## src/rtl/uart_flow_pkg.sv

```systemverilog
// rtl/uart_flow_pkg.sv - shared types and widths for the UART flow controller
package uart_flow_pkg;

    localparam int UART_BYTE_W = 8;
    localparam int DROP_CNT_W  = 16;

    typedef enum logic [1:0] {
        IDLE     = 2'd0,
        WAIT_CTS = 2'd1,
        START    = 2'd2,
        BUSY     = 2'd3
    } tx_state_e;

endpackage

```

## src/rtl/uart_flow_fifo.sv

```systemverilog
// rtl/uart_flow_fifo.sv - synchronous show-ahead FIFO with occupancy count
//
// Ports:
//   clk, reset          clock, synchronous active-high reset (empties FIFO)
//   push, push_data     write strobe and data; caller never pushes when full
//                       unless it also pops in the same cycle
//   pop                 read strobe; caller never pops when empty
//   pop_data            head entry, 0 while empty
//   count, full, empty  occupancy status
module uart_flow_fifo
    import uart_flow_pkg::*;
#(
    parameter int DEPTH = 16,
    parameter int WIDTH = UART_BYTE_W
) (
    input  logic                     clk,
    input  logic                     reset,
    input  logic                     push,
    input  logic [WIDTH-1:0]         push_data,
    input  logic                     pop,
    output logic [WIDTH-1:0]         pop_data,
    output logic [$clog2(DEPTH):0]   count,
    output logic                     full,
    output logic                     empty
);

    localparam int AW = $clog2(DEPTH);
    localparam int CW = AW + 1;

    logic [WIDTH-1:0] mem [DEPTH];
    logic [AW-1:0]    wr_ptr;
    logic [AW-1:0]    rd_ptr;

    // Storage carries no reset; only the pointers define what is valid.
    always_ff @(posedge clk) begin
        if (push) begin
            mem[wr_ptr] <= push_data;
        end
    end

    // DEPTH is a power of two, so natural pointer overflow is the wrap.
    always_ff @(posedge clk) begin
        if (reset) begin
            wr_ptr <= '0;
            rd_ptr <= '0;
            count  <= '0;
        end else begin
            if (push) begin
                wr_ptr <= wr_ptr + AW'(1);
            end
            if (pop) begin
                rd_ptr <= rd_ptr + AW'(1);
            end
            case ({push, pop})
                2'b10:   count <= count + CW'(1);
                2'b01:   count <= count - CW'(1);
                default: count <= count;
            endcase
        end
    end

    assign full     = (count == CW'(DEPTH));
    assign empty    = (count == '0);
    assign pop_data = empty ? '0 : mem[rd_ptr];

endmodule

```

## src/rtl/uart_flow_ctrl.sv

```systemverilog
// rtl/uart_flow_ctrl.sv - UART byte scheduler: RX FIFO with RTS hysteresis, CTS-gated TX launch
//
// Ports:
//   clk, reset                 clock, synchronous active-high reset
//   cts                        asynchronous peer clear-to-send
//   rts                        request-to-send to peer (1 = we accept bytes)
//   rx_in_valid, rx_in_data    byte strobe from deserializer
//   rx_valid, rx_data,
//   rx_ready, rx_count         show-ahead FIFO head toward MMIO, pop handshake, occupancy
//   tx_valid, tx_data,
//   tx_ready                   MMIO transmit byte into the holding register
//   ser_start, ser_data,
//   ser_busy                   launch pulse / byte / busy handshake with the serializer
//   overrun, overrun_clr       sticky drop flag and its clear (a drop wins over clear)
//   rx_drop_cnt                saturating dropped-byte count, present only when
//                              UART_FLOW_STATS_EN is defined
module uart_flow_ctrl
    import uart_flow_pkg::*;
#(
    parameter int RX_DEPTH   = 16,
    parameter int HIGH_WATER = 12,
    parameter int LOW_WATER  = 4
) (
    input  logic                        clk,
    input  logic                        reset,
    input  logic                        cts,
    output logic                        rts,
    input  logic                        rx_in_valid,
    input  logic [UART_BYTE_W-1:0]      rx_in_data,
    output logic                        rx_valid,
    output logic [UART_BYTE_W-1:0]      rx_data,
    input  logic                        rx_ready,
    output logic [$clog2(RX_DEPTH):0]   rx_count,
    input  logic                        tx_valid,
    input  logic [UART_BYTE_W-1:0]      tx_data,
    output logic                        tx_ready,
    output logic                        ser_start,
    output logic [UART_BYTE_W-1:0]      ser_data,
    input  logic                        ser_busy,
    output logic                        overrun,
    input  logic                        overrun_clr
`ifdef UART_FLOW_STATS_EN
    ,
    output logic [DROP_CNT_W-1:0]       rx_drop_cnt
`endif
);

    localparam int CW = $clog2(RX_DEPTH) + 1;

    // ---------------- CTS synchronizer ----------------
    logic cts_m;
    logic cts_s;

    always_ff @(posedge clk) begin
        if (reset) begin
            cts_m <= 1'b0;
            cts_s <= 1'b0;
        end else begin
            cts_m <= cts;
            cts_s <= cts_m;
        end
    end

    // ---------------- RX FIFO ----------------
    logic          rx_full;
    logic          rx_empty;
    logic          rx_pop;
    logic          rx_push;
    logic          rx_drop;
    logic [CW-1:0] rx_count_next;

    assign rx_pop  = rx_valid & rx_ready;
    // A pop frees the slot in the same cycle, so a push at full is still taken.
    assign rx_push = rx_in_valid & (~rx_full | rx_pop);
    assign rx_drop = rx_in_valid & rx_full & ~rx_pop;

    uart_flow_fifo #(
        .DEPTH (RX_DEPTH),
        .WIDTH (UART_BYTE_W)
    ) u_rx_fifo (
        .clk       (clk),
        .reset     (reset),
        .push      (rx_push),
        .push_data (rx_in_data),
        .pop       (rx_pop),
        .pop_data  (rx_data),
        .count     (rx_count),
        .full      (rx_full),
        .empty     (rx_empty)
    );

    assign rx_valid = ~rx_empty;

    always_comb begin
        rx_count_next = rx_count;
        if (rx_push && !rx_pop) begin
            rx_count_next = rx_count + CW'(1);
        end else if (rx_pop && !rx_push) begin
            rx_count_next = rx_count - CW'(1);
        end
    end

    // RTS follows the upcoming occupancy so the peer is throttled on the same
    // edge the threshold is crossed; the band in between holds the last value.
    always_ff @(posedge clk) begin
        if (reset) begin
            rts <= 1'b0;
        end else if (rx_count_next >= CW'(HIGH_WATER)) begin
            rts <= 1'b0;
        end else if (rx_count_next <= CW'(LOW_WATER)) begin
            rts <= 1'b1;
        end
    end

    // ---------------- overrun / statistics ----------------
    always_ff @(posedge clk) begin
        if (reset) begin
            overrun <= 1'b0;
        end else if (rx_drop) begin
            overrun <= 1'b1;
        end else if (overrun_clr) begin
            overrun <= 1'b0;
        end
    end

`ifdef UART_FLOW_STATS_EN
    always_ff @(posedge clk) begin
        if (reset) begin
            rx_drop_cnt <= '0;
        end else if (rx_drop) begin
            if (overrun_clr) begin
                rx_drop_cnt <= DROP_CNT_W'(1);
            end else if (rx_drop_cnt != '1) begin
                rx_drop_cnt <= rx_drop_cnt + DROP_CNT_W'(1);
            end
        end else if (overrun_clr) begin
            rx_drop_cnt <= '0;
        end
    end
`endif

    // ---------------- TX FSM ----------------
    tx_state_e state;
    tx_state_e state_next;
    logic      tx_load;
    logic      out_of_reset;

    // Keeps tx_ready low while reset is held; it rises on the first free cycle.
    always_ff @(posedge clk) begin
        if (reset) begin
            out_of_reset <= 1'b0;
        end else begin
            out_of_reset <= 1'b1;
        end
    end

    always_ff @(posedge clk) begin
        if (reset) begin
            state <= IDLE;
        end else begin
            state <= state_next;
        end
    end

    always_comb begin
        state_next = state;
        tx_ready   = 1'b0;
        ser_start  = 1'b0;
        tx_load    = 1'b0;
        case (state)
            IDLE: begin
                tx_ready = out_of_reset;
                if (out_of_reset && tx_valid) begin
                    tx_load    = 1'b1;
                    state_next = WAIT_CTS;
                end
            end
            WAIT_CTS: begin
                if (cts_s && !ser_busy) begin
                    state_next = START;
                end
            end
            START: begin
                ser_start  = 1'b1;
                state_next = BUSY;
            end
            BUSY: begin
                // CTS is deliberately not looked at here: a byte in flight completes.
                if (!ser_busy) begin
                    state_next = IDLE;
                end
            end
            default: state_next = IDLE;
        endcase
    end

    always_ff @(posedge clk) begin
        if (reset) begin
            ser_data <= '0;
        end else if (tx_load) begin
            ser_data <= tx_data;
        end
    end

endmodule

```

## config.mk

```make
export PLATFORM = sky130hd
export DESIGN_NAME = uart_flow_ctrl
export DESIGN_NICKNAME = d
export VERILOG_FILES = /design/src/rtl/uart_flow_pkg.sv /design/src/rtl/uart_flow_fifo.sv /design/src/rtl/uart_flow_ctrl.sv
export SDC_FILE = /design/constraint.sdc
export NUM_CORES = 1
export LEC_CHECK = 0
export ABC_AREA = 1
export BUFFER_PORTS_ARGS = -buffer_cell sky130_fd_sc_hd__buf_4
export CAP_MARGIN = 20
export CORE_MARGIN = 1
export CORE_UTILIZATION = 50
export CTS_CLUSTER_SIZE = 20
export DETAILED_ROUTE_END_ITERATION = 10
export PLACE_DENSITY = 0.71
export SYNTH_ARGS = -nofsm -noshare
export SYNTH_HDL_FRONTEND = slang
export SYNTH_HIERARCHICAL = 1
export SYNTH_SLANG_ARGS = --single-unit
```

## constraint.sdc

```tcl
create_clock -name clk -period 2.5 [get_ports clk]
set_input_delay 0.375 -clock clk [delete_from_list [all_inputs] [get_ports clk]]
set_output_delay 0.375 -clock clk [all_outputs]
set_load 0.01 [all_outputs]
```

Word-level counts from Yosys, hierarchy flattened:

Memories as Yosys holds them, arrays and structs flattened. A register that Yosys moved wholly into a read port is not among the register bits.
Cells that the tools add are included.

* register bits: 28
* memory bits (writable): 128
* output and inout port bits: 26
* memories kept: 1

Memory list
* u_rx_fifo.mem: depth 16, width 8, read ports 1, clocked after memory_dff 1, write ports 1, RTL line uart_flow_fifo.sv:30 `logic [WIDTH-1:0] mem [DEPTH];`

* $add $sub $neg: 4
* order comparisons: 2
* equality and inequality tests: 9
* muxes and demuxes: 19
* bitwise logic cells: 8
* reduce and logical (&&, ||, !) cells: 13

Operators by type and width (number)
* 5-bit 2-to-1 mux: 2
* 5-bit one-hot mux with 2 select lines: 1
* 1-bit 2-to-1 mux: 9
* 4-bit by 1-bit adder with 4-bit output, second input constant: 2
* 4-bit 2-to-1 mux: 2
* 8-bit 2-to-1 mux: 1
* 2-bit one-hot mux with 4 select lines: 1
* 2-bit equality test, second input constant: 3
* 2-bit 2-to-1 mux: 3
* 2-bit != test, second input constant: 3
* 5-bit by 1-bit adder with 5-bit output, second input constant: 1
* 5-bit equality test, second input constant: 1
* 5-bit by 4-bit greater-or-equal comparator with 1-bit output, second input constant: 1
* 5-bit by 3-bit <= comparator with 1-bit output, second input constant: 1
* 5-bit logical NOT: 1
* 5-bit by 1-bit subtractor with 5-bit output, second input constant: 1
* 1-bit bitwise AND: 4
* 2-bit by 1-bit equality test with 1-bit output, second input constant: 2
* 1-bit logical AND: 4
* 2-bit nonzero test: 2
* 1-bit logical NOT: 3
* 1-bit NOT: 3
* 3-bit AND reduction: 1
* 2-bit logical NOT: 1
* 2 further kinds: 2

Longest topological paths before layout:

Gate-level depths: netlist (run 1).

* word-level depth: 11
* gate-level depth with buffers: 19
* gate-level depth less buffers: 19

Modules after synthesis:

Netlist (run 1), hierarchy kept.

Modules (own cells, without submodules)
* uart_flow_fifo: times used 1, cells each 553, area each 6069.6 um2, seq. area each 4184.0 um2
* uart_flow_ctrl: times used 1, cells each 125, area each 877.1 um2, seq. area each 300.3 um2

Worst setup path after synthesis (run 1):

OpenSTA, ideal clock, no wires.

* path kind: reg2reg
* start: register u_rx_fifo.count[1]
* end: register u_rx_fifo.count[2]
* library setup time: 0.115 ns
* arrival: 2.551 ns
* required time: 2.385 ns
* setup slack: -0.166 ns
* stages on the path, launching flop included: 18
* clock period less this slack: 2.666 ns
* cells stage by stage: dfxtp_1 -> nor2_1 -> nand3_1 -> nor2_1 -> inv_2 -> nand2_4 -> a21oi_1 -> inv_1 -> ha_1 -> nand2_1 -> inv_1 -> nor2_1 -> ha_1 -> inv_1 -> nand2_1 -> xor2_1 -> o21ai_0 -> inv_1

* longest elaborated chain between the ends: 7

RTL lines
* start: declaration: RTL line uart_flow_fifo.sv:22 `output logic [$clog2(DEPTH):0] count,`
* start signal: assignment: RTL line uart_flow_fifo.sv:55 `2'b10: count <= count + CW'(1);`
* start signal: assignment: RTL line uart_flow_fifo.sv:56 `2'b01: count <= count - CW'(1);`
* start signal: assignment: RTL line uart_flow_fifo.sv:57 `default: count <= count;`
* 5-bit logical NOT *: RTL line uart_flow_fifo.sv:63 `assign empty = (count == '0);`
* net rx_empty: RTL line uart_flow_ctrl.sv:66 `logic rx_empty;`
* 1-bit NOT *: RTL line uart_flow_ctrl.sv:92 `assign rx_valid = ~rx_empty;`
* net rx_valid: RTL line uart_flow_ctrl.sv:30 `output logic rx_valid,`
* 1-bit bitwise AND *: RTL line uart_flow_ctrl.sv:72 `assign rx_pop = rx_valid & rx_ready;`
* 1-bit OR *: RTL line uart_flow_ctrl.sv:74 `assign rx_push = rx_in_valid & (~rx_full | rx_pop);`
* 1-bit bitwise AND *: RTL line uart_flow_ctrl.sv:74
* net rx_push: RTL line uart_flow_ctrl.sv:68 `logic rx_push;`
* 2-bit by 1-bit equality test with 1-bit output / 2-bit equality test (equally long branches): RTL line uart_flow_fifo.sv:54 `case ({push, pop})`
* 5-bit one-hot mux with 2 select lines / 2-bit nonzero test (equally long branches)

Mark *: on every way through the listed nets, which the timed path passes. The rest lies on a longest branch.
A chain may end at the register's enable or synchronous reset.

==> impl_metrics.env, run 1 <==
export IMPL_drc=0
export IMPL_start_util=0.518
export IMPL_post_cts_setup_buffers=0
export IMPL_ant_nets=0
export IMPL_critical_path_top_delay_family="buffers and inverters"
export IMPL_routedWlPerCell_um=16.5
export IMPL_post_place_ws_ps=6.28
export IMPL_tightest_slew_ps=544
export IMPL_ys_seq_elements=160
export IMPL_cts_root_buf="clkbuf_16"
export IMPL_min_period_ps=2370
export IMPL_cp_slowest_cell="dfxtp_2"
export IMPL_ios=50
export IMPL_cp_required_ps=2120
export IMPL_setup_ws_ps=133
export IMPL_final_cell_mix="nand2_1 (215), edfxtp_1 (128), nand3_1 (117)"
export IMPL_final_max_slew_viol_count=0
export IMPL_maxCapViolCount=0
export IMPL_antennaDiodeCount=0
export IMPL_finalSetupViolCount=0
export IMPL_cts_max_level=4
export IMPL_antenna_found_initial=0
export IMPL_yosysSeqAreaShare=0.646
export IMPL_die_w_um=120
export IMPL_tns_ps=0
export IMPL_synth_distinct_cells=30
export IMPL_nets=790
export IMPL_area_delta_synth_final_pct=18.4
export IMPL_cts_tree="yes"
export IMPL_status="finished clean"
export IMPL_power_total_mw=8.30
export IMPL_critPathMaxStageDelay_ps=360
export IMPL_hold_class="in2reg"
export IMPL_finalClockSkew_ps=4.62
export IMPL_holdBufCountCts=0
export IMPL_finalCritPeriodShare=0.947
export IMPL_yosysWarnings=6
export IMPL_initialDrtViolationCount=490
export IMPL_crit_top_cell="nand2_1"
export IMPL_syn_area_per_cell_um2=10.2
export IMPL_clock_path_buffers=2
export IMPL_grt_max_degree=53
export IMPL_critPathKind="reg2out"
export IMPL_drive_gt1_frac=0.174
export IMPL_postLayoutCoreUtil=0.614
export IMPL_die_y_um=120
export IMPL_rsz0062_at_grt="false"
export IMPL_grt_first_pass_wirelength_mm=24.9
export IMPL_cp_cell_sequence="inv_4, buf_4, nand2_1, nand3_1, nand3_1, nand2_1, nand2_1, a21oi_1, buf_4"
export IMPL_slew_limit_headroom=0.637
export IMPL_cp_end_kind="primary output"
export IMPL_wirelength_mm=15.5
export IMPL_io_buffers=49
export IMPL_syn_nets=717
export IMPL_cts_buffers=17
export IMPL_synthCells=678
export IMPL_clk_pin_slew_worst_paths_ps=60
export IMPL_timing_fmax_ghz=0.422
export IMPL_netlist_area_um2=6950
export IMPL_dr_pass1_iters=5
export IMPL_overflow=0
export IMPL_num_vias=5171
export IMPL_cts_num_sinks=160
export IMPL_grt_usage=0.231
export IMPL_start_kind="register"
export IMPL_grt_pass1_vias=5002
export IMPL_core_area_um2=13400
export IMPL_crit_fanout=12
export IMPL_critPathBufInv=3
export IMPL_viasPerCell=5.50
export IMPL_final_common_cell="nand2_1"
export IMPL_routabilityCongestion=0.910
export IMPL_die_area_um2=14400
export IMPL_powerDensity_nw_per_um2=1010
export IMPL_worst_ep_arrival_time_ps=1990
export IMPL_hold_viol=0
export IMPL_place_hpwl_mm=10.0
export IMPL_worst_ir_drop_vdd_mv=0.555
export IMPL_power_leakage_nw=3.28
export IMPL_clock_latency_ps=420
export IMPL_row_count=42
cells by family after synthesis:
group,synth area share
buffers and inverters,0.0513
AOI/OAI and AO/OA,0.0351
DFF,0.646
and+or+nand+nor,0.233
adders and majority gates,0.0270
xor gates and xnor gates,0.00756
where the power goes:
group	leakage, nW	internal, mW	switching [mW]
Sequential	1.42	3.03	0.0983
Combinational	1.58	0.970	1.68
Clock	0.284	1.52	1.00
Total	3.28	5.52	2.78
flip-flops by register name (all words and copies together) (netlist names), named ones only:
signal,flops
cts_m,1
cts_s,1
out_of_reset,1
overrun,1
rts,1
ser_data,8
state,2
u_rx_fifo/count,5
u_rx_fifo/mem,128
u_rx_fifo/rd_ptr,4
u_rx_fifo/wr_ptr,4
worst register-to-register path, cell delays in order (launching register included):
cell	delay (ps)
dfxtp_1	310
nor2_1	130
nand3_1	140
nor2_1	310
a21oi_4	110
inv_2	100
ha_2	250
nor2_1	70
nor2_2	120
ha_1	150
inv_1	40
nand2_1	90
nand3_1	100
nand3_1	90
nand2_1	60
nor2_1	100
nor2_1	50
repair_timing:
item / 4_1_cts / 5_1_grt
gates cloned: 0 / 0
resized for setup: 1 / 9
setup endpoints to repair: 1 / 7
through the flow:
| step | hold slack, ps | instance area (um^2) | std cells |
|---|---|---|---|
| 2_1_floorplan | 388 | 6950 | 678 |
| 3_3_place_gp | 393 | 7620 | 908 |
| 3_5_place_dp | 393 | 7620 | 908 |
| 4_1_cts | 138 | 8200 | 940 |
| 5_1_grt | 146 | 8220 | 940 |
| 6_report | 155 | 8220 | 940 |
layout make-up:
type	count	area (um^2)
clock inverters	10	114
clock buffers	22	464
flip-flops and latches	160	4490
inverters	46	176
well taps	176	220
fillers	1099	5180
repair buffers	80	626
multi-input cells	446	2130
metal layers:
metal	vias to the layer above	part of all wire	global-route usage
met5	-	0	0
met4	0	0.027	0.109
met3	45	0.062	0.0494
met2	218	0.51	0.394
met1	2460	0.40	0.279
li1	2448	-	-
synth_stat cells, drive strengths merged:
library cell,count,share of area
nand3b,1,0.0011
buf,23,0.025
nand4,2,0.0018
o21bai,1,0.0011
o21a,1,0.0011
nand2,218,0.12
clkbuf,3,0.0016
inv,45,0.024
o211ai,1,0.0011
nor3,3,0.0022
o21ai,11,0.0079
ha,15,0.027
nand3,119,0.088
xor2,4,0.0050
edfxtp,128,0.55
xnor2,2,0.0025
dfxtp,32,0.092
a21oi,31,0.023
a211oi,1,0.0011
clkinv,1,0.00072
nor2,36,0.021
worst paths after layout:
check	endpoint	startpoint	slack, ps	cells after the start
worst min-delay path	cts_m	cts	160	3
worst min register to register	cts_s	cts_m	410	2
worst max-delay path	rx_data[3]	register	130	9
worst max register to register	u_rx_fifo/count[4]	u_rx_fifo/count[1]	190	16
(Power assumes the default switching activity.)
==> run 2: changes to the inputs <==
--- a/config.mk
+++ b/config.mk
@@ -15,5 +15,4 @@
 export PLACE_DENSITY = 0.71
 export SYNTH_ARGS = -nofsm -noshare
 export SYNTH_HDL_FRONTEND = slang
-export SYNTH_HIERARCHICAL = 1
 export SYNTH_SLANG_ARGS = --single-unit
==> constraint.sdc (replaced) <==
create_clock -name clk -period 2.5 [get_ports clk]
set_input_delay 0.625 -clock clk [delete_from_list [all_inputs] [get_ports clk]]
set_output_delay 0.625 -clock clk [all_outputs]
set_load 0.01 [all_outputs]
==> run 2 against run 1 <==
  * The run now ends with setup timing left
  * Final cell count down 2.8%
  * Power up 10%
  * Maximum frequency down 5.9%
  * Worst hold slack better by 250 ps
  * Register-to-register slack better by 110 ps
  * First-iteration DRC count down 6.3%
  * Critical path type unchanged
==> impl_metrics.env, run 2 <==
export IMPL_status="finished with violations"
export IMPL_violations="setup timing"
export IMPL_viasPerCell=5.55
export IMPL_hold_class="in2reg"
export IMPL_crit_fanout=6
export IMPL_crit_top_cell="a21oi_2"
export IMPL_power_leakage_nw=3.30
export IMPL_min_period_ps=2510
export IMPL_grt_pass1_vias=4865
export IMPL_die_area_um2=14100
export IMPL_clk_pin_slew_worst_paths_ps=60
export IMPL_yosysMostFrequentCell="nand2_1"
export IMPL_tightest_slew_ps=916
export IMPL_rrSetupSlack_ps=300
export IMPL_syn_area_per_cell_um2=10.5
export IMPL_ant_nets=0
export IMPL_cts_tree="yes"
export IMPL_cts_buffers=17
export IMPL_busiest_layer="met2"
export IMPL_cp_endpoint="rx_data[3]"
export IMPL_routedWlPerCell_um=18.2
export IMPL_critPathMaxStageDelay_ps=460
export IMPL_grt_max_degree=41
export IMPL_worst_ep_arrival_time_ps=1890
export IMPL_hold_viol=0
export IMPL_finalClockSkew_ps=5.50
export IMPL_maxCapViolCount=0
export IMPL_clock_latency_ps=430
export IMPL_cts_max_level=4
export IMPL_worstRegToRegCells=11
export IMPL_synthCells=654
export IMPL_synth_distinct_cells=33
export IMPL_synth_ff_type="edfxtp_1"
export IMPL_io_buffers=49
export IMPL_cp_slowest_cell="dfxtp_4"
export IMPL_die_y_um=119
export IMPL_dr_pass1_iters=5
export IMPL_r2r_end="rts"
export IMPL_met1_usage=0.304
export IMPL_largest_registers="u_rx_fifo.mem (128), ser_data (8), u_rx_fifo.count (5)"
export IMPL_nets=764
export IMPL_stdcell_count=914
export IMPL_die_w_um=119
export IMPL_antenna_found_initial=0
export IMPL_cts_root_buf="clkbuf_16"
export IMPL_yosysWarnings=0
export IMPL_finalSetupViolCount=4
export IMPL_netlist_area_um2=6840
export IMPL_cts_num_sinks=160
export IMPL_clock_path_buffers=2
export IMPL_syn_nets=693
export IMPL_powerDensity_nw_per_um2=1070
export IMPL_start_util=0.514
export IMPL_yosysSeqAreaShare=0.656
export IMPL_worst_ir_drop_vdd_mv=0.725
export IMPL_core_area_um2=13300
export IMPL_overflow=0
export IMPL_row_count=42
export IMPL_place_inst=862
export IMPL_final_max_slew_viol_count=0
export IMPL_power_total_mw=9.17
export IMPL_routabilityCongestion=0.871
export IMPL_top_register="u_rx_fifo.mem"
export IMPL_met3_usage=0.0551
export IMPL_grt_first_pass_wirelength_mm=25.4
export IMPL_grt_usage=0.240
export IMPL_synth_area_leaders="edfxtp_1 (56%), nand2_1 (10%), dfxtp_1 (9.4%)"
export IMPL_final_cell_mix="nand2_1 (176), edfxtp_1 (128), nand3_1 (70)"
export IMPL_drive_gt1_frac=0.249
export IMPL_use_met2=0.394
export IMPL_cp_required_ps=1880
export IMPL_rsz0062_at_grt="true"
export IMPL_num_vias=5071
export IMPL_largest_reg_flops=128
export IMPL_r2r_start="u_rx_fifo.count[0]"
export IMPL_synthArstFlopShare=0
export IMPL_cp_end_kind="primary output"
export IMPL_start_kind="register"
export IMPL_antennaDiodeCount=0
export IMPL_final_common_cell="nand2_1"
export IMPL_synth_common_cells="nand2_1 (187), edfxtp_1 (128), nand3_1 (86)"
export IMPL_wirelength_mm=16.6
export IMPL_ios=50
export IMPL_ys_seq_elements=160
export IMPL_timing_fmax_ghz=0.398
export IMPL_yosys_area_top_type="edfxtp_1"
export IMPL_area_delta_synth_final_pct=25.4
export IMPL_synth_edf_count=128
export IMPL_drc=0
export IMPL_initialDrtViolationCount=459
export IMPL_holdBufCountCts=0
export IMPL_slew_limit_headroom=0.387
export IMPL_synth_top_area_frac=0.562
export IMPL_setup_ws_ps=-14.4
export IMPL_cp_cell_sequence="buf_12, buf_6, nand2_4, nand3_2, nand2_2, a21oi_2, o31ai_2, a21oi_2, buf_4"
export IMPL_critPathKind="reg2out"
export IMPL_place_hpwl_mm=10.3
export IMPL_finalCritPeriodShare=1.01
## run 2: changes by cell type after synthesis, moves of 4 or more
cell,previous run,this run
buf_6,7,1
inv_2,5,1
nand3_1,117,86
nand2_1,215,187
clkbuf_1,3,8
inv_1,40,35
o31ai_1,0,8
o21ai_0,11,17
a21oi_1,30,50
nor2_1,33,42
## run 2: metrics by stage
stage	instance area (um^2)	hold slack (ps)	worst slack, ps	utilization	setup TNS (ps)
3_3_place_gp	7380	400	40.4	0.555	0
4_1_cts	8250	397	6.05	0.620	0
3_5_place_dp	7380	398	8.66	0.555	0
5_1_grt	8570	416	-108	0.645	-606
6_report	8570	406	-14.4	0.645	-34.5
2_1_floorplan	6840	388	399	-	0
## run 2: metal layers
metal  up-vias  wire (um)
li1       2388          -
met4         0        300
met3        35       1050
met1      2419       6940
met2       229       8340
met5         -          0
## run 2: how the worst min path moves through the flow
stage | startpoint | to | slack (ps) | depth (start not counted)
after floorplan | cts_m | cts_s | 390 | 2
after global placement | cts_m | cts_s | 400 | 2
after detailed placement | cts_m | cts_s | 400 | 2
after CTS | cts | cts_m | 400 | 3
after global routing | cts | cts_m | 420 | 3
final | cts | cts_m | 410 | 3
## run 2: what timing repair did
action,in CTS,in global routing
setup buffers,13,2
pin swaps,6,17
gates resized for setup,31,57
endpoints found under the hold margin,0,0
gates cloned,2,3
setup endpoints to repair,9,9
## run 2: cell families after synthesis
| family | after synthesis | synth area share |
|---|---|---|
| AO/OA/AOI/OAI | 82 | 0.0674 |
| XOR/XNOR | 3 | 0.00384 |
| adder cells (fa/ha/maj) | 15 | 0.0275 |
| buffers and inverters | 69 | 0.0437 |
| flip-flops | 160 | 0.656 |
| AND/OR/NAND/NOR | 325 | 0.202 |
## run 2: worst max-delay path: cells and delay by family (launching register included)
kind	cells	cell delay (ps)
AOI/OAI and AO/OA	3	420
buffers and inverters	3	420
and+or+nand+nor	3	160
DFF	1	460
## run 2: final cells by class
| type | instances | area, um^2 |
|---|---|---|
| Fill cell | 1011 | 4720 |
| Timing Repair Buffer | 79 | 759 |
| Clock inverter | 7 | 66.3 |
| Multi-Input combinational cell | 425 | 2310 |
| Timing Repair inverter | 1 | 6.26 |
| Inverter | 41 | 180 |
| Tap cell | 176 | 220 |
| Clock buffer | 25 | 538 |
| Sequential cell | 160 | 4500 |
## run 2: power breakdown
part | internal (mW) | total (mW) | switching [mW]
Combinational | 1.37 | 3.36 | 2.00
Sequential | 3.04 | 3.20 | 0.161
Clock | 1.59 | 2.61 | 1.01
Total | 6.00 | 9.17 | 3.17
==> run 3: changes to the inputs <==
--- a/config.mk
+++ b/config.mk
@@ -9,10 +9,11 @@
 export BUFFER_PORTS_ARGS = -buffer_cell sky130_fd_sc_hd__buf_4
 export CAP_MARGIN = 20
 export CORE_MARGIN = 1
-export CORE_UTILIZATION = 50
+export CORE_UTILIZATION = 54
 export CTS_CLUSTER_SIZE = 20
 export DETAILED_ROUTE_END_ITERATION = 10
-export PLACE_DENSITY = 0.71
+export PLACE_DENSITY = 0.76
 export SYNTH_ARGS = -nofsm -noshare
 export SYNTH_HDL_FRONTEND = slang
 export SYNTH_SLANG_ARGS = --single-unit
+export TNS_END_PERCENT = 1
==> run 3 against run 2 <==
  * The run still ends with setup timing left
  * Clock power is 5% lower
  * Sequential power hardly changed
  * Final area is 3.1% lower
  * Final cell count is 1.5% lower
  * Clock-buffer cell count is 2 lower
  * Non-clock buffer count is 6 lower
  * Critical endpoint is now rx_data[7]
==> impl_metrics.env, run 3 (synthesis results as in run 2) <==
export IMPL_status="finished with violations"
export IMPL_violations="setup timing"
export IMPL_drive_gt1_frac=0.198
export IMPL_largest_registers="u_rx_fifo.mem (128), ser_data (8), u_rx_fifo.count (5)"
export IMPL_grt_usage=0.266
export IMPL_hold_class="reg2reg"
export IMPL_post_dp_cell_area_um2=7410
export IMPL_cts_buffers=17
export IMPL_tightest_slew_ps=887
export IMPL_core_area_um2=12200
export IMPL_ios=50
export IMPL_clk_pin_slew_worst_paths_ps=60
export IMPL_grt_first_pass_wirelength_mm=25.2
export IMPL_stdcell_count=900
export IMPL_overflow=0
export IMPL_critPathKind="reg2out"
export IMPL_die_w_um=115
export IMPL_final_common_cell="nand2_1"
export IMPL_top_register="u_rx_fifo.mem"
export IMPL_die_y_um=115
export IMPL_initialDrtViolationCount=516
export IMPL_crit_fanout=10
export IMPL_cts_num_sinks=160
export IMPL_start_util=0.562
export IMPL_holdBufCountCts=0
export IMPL_largest_reg_flops=128
export IMPL_grt_pass1_vias=4865
export IMPL_postLayoutCoreUtil=0.683
export IMPL_cts_tree="yes"
export IMPL_grt_max_degree=41
export IMPL_fillers=893
export IMPL_setup_ws_ps=-35.5
export IMPL_routabilityCongestion=0.887
export IMPL_area_delta_synth_final_pct=21.6
export IMPL_wirelength_mm=16.3
export IMPL_cts_root_buf="clkbuf_16"
export IMPL_worst_ep_arrival_time_ps=1910
export IMPL_multi_input_area_um2=2170
export IMPL_place_inst=857
export IMPL_rsz0062_at_grt="true"
export IMPL_num_vias=5021
export IMPL_timing_fmax_ghz=0.394
export IMPL_finalCritPeriodShare=1.01
export IMPL_io_buffers=49
export IMPL_final_cell_mix="nand2_1 (183), edfxtp_1 (128), nand3_1 (81)"
export IMPL_final_area_um2=8310
export IMPL_ant_nets=0
export IMPL_cts_max_level=4
export IMPL_min_period_ps=2540
export IMPL_clock_latency_ps=430
export IMPL_row_count=40
export IMPL_dr_pass1_iters=6
export IMPL_antennaDiodeCount=0
export IMPL_finalClockSkew_ps=8.59
export IMPL_nets=758
export IMPL_final_seq_area_um2=4490
export IMPL_clock_path_buffers=2
export IMPL_power_total_mw=8.85
export IMPL_power_leakage_nw=3.19
export IMPL_antenna_found_initial=0
export IMPL_viasPerCell=5.58
export IMPL_worst_ir_drop_vdd_mv=0.619
export IMPL_drc=0
export IMPL_finalSetupViolCount=6
export IMPL_hold_viol=0
export IMPL_maxCapViolCount=0
export IMPL_cp_end_kind="primary output"
export IMPL_final_max_slew_viol_count=0
export IMPL_powerDensity_nw_per_um2=1060
export IMPL_die_area_um2=13100
export IMPL_slew_limit_headroom=0.407
export IMPL_routedWlPerCell_um=18.1
export IMPL_cp_required_ps=1880
export IMPL_start_kind="register"
export IMPL_place_hpwl_mm=10.2
run 3: changes by cell type in the layout (fill, tap and decap cells not counted), moves of 3 or more:
cell / delta
nand2_2: -5
buf_4: -5
nand2_1: +7
clkbuf_1: +3
clkbuf_16: -5
a21oi_2: -9
a21oi_1: +9
nand3_2: -10
nand3_1: +11
clkbuf_8: -3
run 3: what timing repair did:
action                     CTS  global route
gates cloned                 4             0
gates resized for setup     44            13
pin swaps                   11             4
hold endpoints to repair     0             0
setup endpoints to repair    8             9
setup buffers                6             1
run 3: area by class of cell:
class / count / area share
Timing Repair inverter: 1 / 0.000903
Clock buffer: 23 / 0.0551
Tap cell: 168 / 0.0253
Sequential cell: 160 / 0.540
Inverter: 41 / 0.0212
Clock inverter: 9 / 0.0132
Multi-Input combinational cell: 425 / 0.261
Timing Repair Buffer: 73 / 0.0829
run 3: worst max-delay path: stages, from the launching register on:
cell and delay (ps):
dfxtp_4 400, clkinvlp_4 250, nand3_1 160, nand2_1 80
a21oi_2 190, o31ai_2 120, a21oi_1 150, buf_4 140
run 3: per-layer routing:
layer,global-route usage,part of all wire,vias up
li1,-,-,2378
met1,0.323,0.40,2374
met2,0.442,0.49,225
met3,0.0529,0.069,44
met4,0.156,0.035,0
met5,0,0,-
run 3: final timing paths:
path                       from                   to  slack (ps)  cells past startpoint
max                    register           rx_data[7]         -40                      7
min                       cts_m                cts_s         400                      2
max reg2reg  u_rx_fifo.count[0]  u_rx_fifo.mem[6][2]         170                      7
min reg2reg               cts_m                cts_s         400                      2
run 3: per-stage QoR:
| stage | setup WS [ps] | hold slack, ps | TNS [ps] |
|---|---|---|---|
| 2_1_floorplan | 399 | 388 | 0 |
| 3_3_place_gp | 172 | 395 | 0 |
| 3_5_place_dp | 108 | 402 | 0 |
| 4_1_cts | -24.0 | 395 | -107 |
| 5_1_grt | -106 | 423 | -647 |
| 6_report | -35.5 | 399 | -87.1 |
run 3: where the power goes:
group	leakage [nW]	total (mW)	switching (mW)	internal, mW
Combinational	1.51	3.17	1.91	1.26
Sequential	1.42	3.19	0.156	3.04
Clock	0.267	2.49	0.993	1.49
Total	3.19	8.85	3.06	5.79
